$ cat config.mk
export PLATFORM = sky130hd
export DESIGN_NAME = axis_fifo_rd_if
export DESIGN_NICKNAME = d
export VERILOG_FILES = /design/src/rtl/axis_fifo_rd_if.sv
export SDC_FILE = /design/constraint.sdc
export NUM_CORES = 1
export LEC_CHECK = 0
export ABC_AREA = 1
export CAP_MARGIN = 30
export CELL_PAD_IN_SITES_DETAIL_PLACEMENT = 0
export CELL_PAD_IN_SITES_GLOBAL_PLACEMENT = 1
export CORE_MARGIN = 5
export CORE_UTILIZATION = 31
export DETAILED_ROUTE_END_ITERATION = 8
export PLACE_DENSITY = 0.85
export SYNTH_ARGS = -nofsm -noshare
export SYNTH_HDL_FRONTEND = slang
export SYNTH_SLANG_ARGS = --single-unit
$ cat constraint.sdc
create_clock -name clk -period 1.4 [get_ports clk]
set_clock_uncertainty 0.1 [all_clocks]
set_input_delay 0.14 -clock clk [delete_from_list [all_inputs] [get_ports clk]]
set_output_delay 0.14 -clock clk [all_outputs]
set_load 0.01 [all_outputs]
$ cat src/rtl/axis_fifo_rd_if.sv
// AXI-Stream master adapter draining the async FIFO's show-ahead read port.
// Latency: 1 clk from fifo_empty falling to m_axis_tvalid; full throughput when tready stays high.
// Backpressure: a 2-entry output buffer absorbs stalls; fifo_ren depends only on registered level and fifo_empty.
module axis_fifo_rd_if #(
    parameter int DW = 8
) (
    input  logic          clk,
    input  logic          rst,
    input  logic          fifo_empty,
    input  logic [DW:0]   fifo_rdata,
    output logic          fifo_ren,
    output logic          m_axis_tvalid,
    input  logic          m_axis_tready,
    output logic [DW-1:0] m_axis_tdata,
    output logic          m_axis_tlast,
    output logic [1:0]    buf_level
);

    logic [DW:0] head_q, head_d;
    logic [DW:0] tail_q, tail_d;
    logic [1:0]  level_q, level_d;
    logic        vld_q, vld_d;
    logic        push;
    logic        pop;

    // Gating with rst keeps the FIFO pointers untouched while reset is held.
    assign fifo_ren = rst & ~fifo_empty & (level_q < 2'd2);
    assign push     = fifo_ren;
    assign pop      = vld_q & m_axis_tready;

    always_comb begin
        head_d  = head_q;
        tail_d  = tail_q;
        level_d = level_q;
        case (level_q)
            2'd0: begin
                if (push) begin
                    head_d  = fifo_rdata;
                    level_d = 2'd1;
                end
            end
            2'd1: begin
                if (push && pop) begin
                    head_d = fifo_rdata;
                end else if (push) begin
                    tail_d  = fifo_rdata;
                    level_d = 2'd2;
                end else if (pop) begin
                    level_d = 2'd0;
                end
            end
            2'd2: begin
                if (pop) begin
                    head_d  = tail_q;
                    level_d = 2'd1;
                end
            end
            default: level_d = 2'd0;
        endcase
        vld_d = (level_d != 2'd0);
    end

    always_ff @(posedge clk or negedge rst) begin
        if (!rst) begin
            head_q  <= '0;
            tail_q  <= '0;
            level_q <= 2'd0;
            vld_q   <= 1'b0;
        end else begin
            head_q  <= head_d;
            tail_q  <= tail_d;
            level_q <= level_d;
            vld_q   <= vld_d;
        end
    end

    assign m_axis_tvalid = vld_q;
    assign m_axis_tdata  = head_q[DW-1:0];
    assign m_axis_tlast  = head_q[DW];
    assign buf_level     = level_q;

endmodule

==> impl_metrics.csv, run 1 <==
group,metric,value,unit
placed_design,dp_slack,-300,ps
worst_setup_path,worst_setup_path_end_kind,"flop",
placed_design,gp_congestion,0.752,
final_layout,nNetsFinal,182,
route,vias_per_cell,4.46,
clocking,cts_tree,"built",
power_and_ir_drop,leakage,0.811,nW
global_routing,gr-total-overflow,0,
worst_setup_path,cp_cell_sequence,"clkdlybuf4s50_1 -> buf_4 -> inv_1 -> nor2_1 -> nand3_2 -> buf_12 -> nand2_1 -> o21ai_1",
power_and_ir_drop,ir_drop,606,µV
clocking,cts_buffers,3,
die,placementRows,21,
final_layout,drive_gt1_share,25.6,%
placed_design,port_buffers,25,
route,wire_per_inst,10.9,µm
sta,min_period_over_period,97.7,%
die,dieArea,4630,µm²
sta,fmax,731,MHz
global_routing,antenna_found_initial,0,
route,dr.first_iter.drc_count,14,
route,drt.antenna.violating_nets,0,
placed_design,hpwl,1780,µm
clocking,cts-root-buf,"clkbuf_4",
power_and_ir_drop,power.total,0.00288,W
sta,worst_slack,32.3,ps
clocking,hold_buffers,0,
final_layout,area_growth,47.8,%
run,cap_violations,0,
worst_setup_path,crit_slowest_cell,"clkdlybuf4s50_1",
logic_synthesis,avgSynthCellArea,8.09,µm²
logic_synthesis,ys_types,15,
hold_path,hold_path.class,"input pin to async pin",
logic_synthesis,synth-seq-cells,21,
clocking,htree_num_levels,1,
worst_setup_path,critPathLaunchType,"input pin",
final_layout,multi_input_area,488,µm²
clocking,clk_pin_slew_worst_paths,110,ps
final_layout,register_area,527,µm²
worst_setup_path,cp.required,1490,ps
global_routing,grt_pass1_wl,4000,µm
die,die_h,68.0,µm
sta,tns,0,ps
worst_setup_path,worstReg2RegStart,"buf_level[0]",
logic_synthesis,yosys_warnings,0,
sta,finalCriticalPeriod,1370,ps
clocking,cts_sinks,21,
sta,rsz0062_at_grt,"true",
die,core,3310,µm²
die,io_pins,26,
worst_setup_path,critPathArrivalTime,1460,ps
worst_setup_path,startpoint,"rst",
worst_setup_path,path_class,"input pin to flop",
global_routing,grt.total_usage,11.0,%
sta,tightestPinTransition,246,ps
sta,slew_violations,0,
clocking,clock_path_buffers,2,
route,drt_wl_total,2330,µm
worst_setup_path,worst-path-max-fanout,18,
logic_synthesis,synth_nets,142,
final_layout,diodes,0,
worst_setup_path,rr_worst_depth,6,
run_status,outcome,"complete, no violations",
clocking,insertion_delay,290,ps
route,firstDrtPassIters,4,
logic_synthesis,synth_cells,129,
global_routing,grt_pass1_vias,940,
logic_synthesis,yosysSeqAreaShare,50.4,%
worst_setup_path,cpPeakStageDelay,540,ps
logic_synthesis,syn_area,1040,µm²
route,route.detailed.drc,0,
die,die_width,68.0,µm
final_layout,n_fill_cell,370,
sta,final-hold-violation-count,0,
route,num_vias,954,
sta,setup_viol,0,
die,start_util,31.5,%
sta,relSlewSlack,83.5,%
global_routing,grt_start_max_net_pins,19,
sta,whs,127,ps
power_and_ir_drop,powerDensity,1870,nW/µm²
[synth_stat cells]
cell type	number	share of area (%)
buf_2	1	0.48
buf_4	1	0.72
buf_6	3	3.2
dfrtp_1	21	50
inv_1	15	5.4
nand2_1	50	18
nand2_2	1	0.60
nand2_4	3	3.2
nand3_1	20	9.6
nand3_2	1	0.96
nand4_1	1	0.60
nor2_1	1	0.36
nor2_2	1	0.60
o21ai_1	9	4.3
o21ai_4	1	1.6
[through the flow]
stage          cell area, µm²  util (%)  instances
2_1_floorplan            1040         -        129
3_3_place_gp             1390      41.8        204
3_5_place_dp             1390      41.8        204
4_1_cts                  1420      42.9        209
5_1_grt                  1540      46.6        214
6_report                 1540      46.6        214
[final timing paths]
path                                end  slack (ps)
max                           tail_q[6]          30
max in group asynchronous     tail_q[2]         840
min reg2reg                   head_q[4]         380
min                        buf_level[0]         130
min in group clk              tail_q[1]         310
max reg2reg                   tail_q[6]          60
[critical path, delay by kind of cell]
kind | cells | cell delay, ps
buf+inv | 4 | 940
simple gates | 3 | 300
compound gates | 1 | 60
[routing by layer]
layer | track usage, % | up-vias | wire length (µm)
met5 | 0 | - | 0
met4 | 2.98 | 0 | 14
met3 | 2.46 | 2 | 89
li1 | - | 486 | -
met2 | 18.4 | 18 | 1140
met1 | 14.2 | 448 | 1090
[cell type report]
class / instances / area share [%]
Inverter: 15 / 3.89
Tap cell: 46 / 3.73
Multi-Input combinational cell: 88 / 31.6
Clock buffer: 4 / 1.70
Timing Repair Buffer: 40 / 24.9
Sequential cell: 21 / 34.1
[flip-flops by register name, summed over array words and instances, names as in the netlist]
name / count
m_axis_tvalid: 1
buf_level: 2
tail_q: 9
head_q: 9
[power by group]
part	internal, W	switching (W)
Sequential	0.000894	0.000169
Clock	0.000111	0.000170
Combinational	0.000720	0.000820
Total	0.00172	0.00116
[cells in the final DEF (no fill, tap or decap), types with 2 or more instances in the layout]
master and n:
dfrtp_1 20, buf_4 10, nand3_2 7, nand3_1 14, clkbuf_4 3, buf_12 2
clkdlybuf4s50_1 12, inv_1 13, buf_6 2, dlygate4sd2_1 11, nand2_1 42, nand2_2 9
o21ai_1 9, nand2_8 2
[repair_timing]
action | CTS | global route
setup endpoints to repair | 13 | 22
buffers inserted | 1 | 6
resized for setup | 21 | 21
pin swaps | 0 | 12
[cell families (layout without fill, tap and decap cells)]
kind of cell / count (synthesis) / in the layout / share of synthesized area (%)
and+or+nand+nor: 78 / 78 / 33.9
DFF: 21 / 21 / 50.4
AOI/OAI and AO/OA: 10 / 10 / 5.88
buffers and inverters: 20 / 59 / 9.83
No activity file was read; power rests on OpenSTA's default activity.
==> inputs of run 2 (changes only) <==
PLACE_DENSITY = 0.81   (was 0.85)
==> impl_metrics.csv, run 2 (synthesis results as in run 1) <==
group,metric,value,unit
route,vias_per_cell,4.21,
final_layout,diodes,0,
clocking,clock_path_buffers,2,
clocking,cts_buffers,3,
global_routing,antenna_found_initial,0,
placed_design,port_buffers,25,
sta,fmax,767,MHz
worst_setup_path,worst-path-max-fanout,5,
placed_design,dp_slack,-157,ps
final_layout,nNetsFinal,178,
worst_setup_path,cp.required,1160,ps
global_routing,grt_pass1_wl,3690,µm
die,core,3310,µm²
sta,final-hold-violation-count,0,
run,cap_violations,0,
global_routing,grt.total_usage,10.3,%
power_and_ir_drop,powerDensity,1850,nW/µm²
sta,tightestPinTransition,281,ps
worst_setup_path,path_class,"flop to primary output",
sta,rsz0062_at_grt,"false",
placed_design,hpwl,1680,µm
route,wire_per_inst,10.4,µm
route,drt.antenna.violating_nets,0,
route,num_vias,885,
die,die_h,68.0,µm
worst_setup_path,worstReg2RegStart,"buf_level[0]",
power_and_ir_drop,ir_drop,386,µV
sta,worst_slack,96.0,ps
clocking,cts_tree,"built",
power_and_ir_drop,leakage,0.790,nW
die,start_util,31.5,%
worst_setup_path,r2r-end,"head_q[7]",
final_layout,area_growth,36.6,%
global_routing,grt_pass1_vias,854,
die,placementRows,21,
sta,relSlewSlack,81.3,%
worst_setup_path,worst_setup_path_end_kind,"primary output",
route,drt_wl_total,2190,µm
route,firstDrtPassIters,4,
sta,min_period_over_period,93.1,%
clocking,hold_buffers,0,
die,die_width,68.0,µm
final_layout,mostFrequentLayoutCell,"nand2_1",
sta,setup_viol,0,
die,io_pins,26,
sta,finalCriticalPeriod,1300,ps
route,dr.first_iter.drc_count,55,
worst_setup_path,reg2reg_slack,130,ps
placed_design,gp_congestion,0.754,
sta,slew_violations,0,
global_routing,gr-total-overflow,0,
die,dieArea,4630,µm²
final_layout,n_fill_cell,350,
hold_path,hold_path.class,"input pin to async pin",
worst_setup_path,critPathLaunchType,"flop",
final_layout,drive_gt1_share,14.0,%
clocking,cts-root-buf,"clkbuf_4",
run_status,outcome,"complete, no violations",
worst_setup_path,critPathArrivalTime,1060,ps
clocking,insertion_delay,290,ps
final_layout,final_cell_mix,"nand2_1, dfrtp_1, nand3_1",
worst_setup_path,rr_worst_depth,5,
route,route.detailed.drc,0,
sta,whs,211,ps
clocking,cts_sinks,21,
clocking,htree_num_levels,1,
clocking,clk_pin_slew_worst_paths,120,ps
global_routing,grt_start_max_net_pins,23,
run 2: cell count changes in the layout (fill, tap and decap cells not counted), sizes merged:
cell / change
clkinvlp: -1
clkbuf: -1
buf: -4
clkinv: +1
inv: +1
run 2: through the flow:
stage	utilization [%]	setup TNS, ps	area [µm²]	std cells	total power, W
after floorplan	-	0	1040	129	0.00186
after global placement	42.2	-1540	1400	204	0.00243
after detailed placement	42.2	-1890	1400	204	0.00246
after CTS	42.8	0	1420	209	0.00266
after global routing	43.0	0	1430	210	0.00287
final	43.0	0	1430	210	0.00264
run 2: metal layers:
metal	part of all wire [%]	wire length, µm	vias to the layer above	GRT usage (%)
li1	-	-	476	-
met1	46	1020	381	13.0
met2	47	1020	26	17.1
met3	5.4	118	2	1.64
met4	1.5	33	0	5.21
met5	0	0	-	0
run 2: critical path, stage by stage (launching register included):
cell             delay, ps
dfrtp_1                400
buf_6                  140
clkdlybuf4s15_1        220
run 2: final cells by class:
class                           instances  area [µm²]  share of cell area, %
Sequential cell                        21         526                   36.9
Multi-Input combinational cell         88         415                   29.1
Timing Repair Buffer                   36         343                   24.1
Tap cell                               46        57.6                   4.04
Inverter                               15        56.3                   3.95
Clock buffer                            3        22.5                   1.58
Clock inverter                          1        5.00                  0.351
run 2: where the power goes:
group          total [W]  switching, W  internal, W  leakage, nW
Sequential       0.00103      0.000137     0.000890        0.262
Combinational    0.00132      0.000719     0.000603        0.511
Clock           0.000289      0.000183     0.000106       0.0177
run 2: how the worst max path moves through the flow:
stage                     cells after the start          from  slack, ps           end
after CTS                                     2  buf_level[1]          2  buf_level[1]
after global placement                        4           rst       -140      fifo_ren
after detailed placement                      5    fifo_empty       -160      fifo_ren
after floorplan                               6  buf_level[1]         20     head_q[1]
after global routing                          4  buf_level[1]        0.8      fifo_ren
final                                         2  buf_level[1]        100  buf_level[1]
run 2: what timing repair did:
action,in CTS,in global routing
pin swaps,0,0
buffers inserted,1,1
setup endpoints to repair,13,1
resized for setup,17,1
hold endpoints to repair,0,0
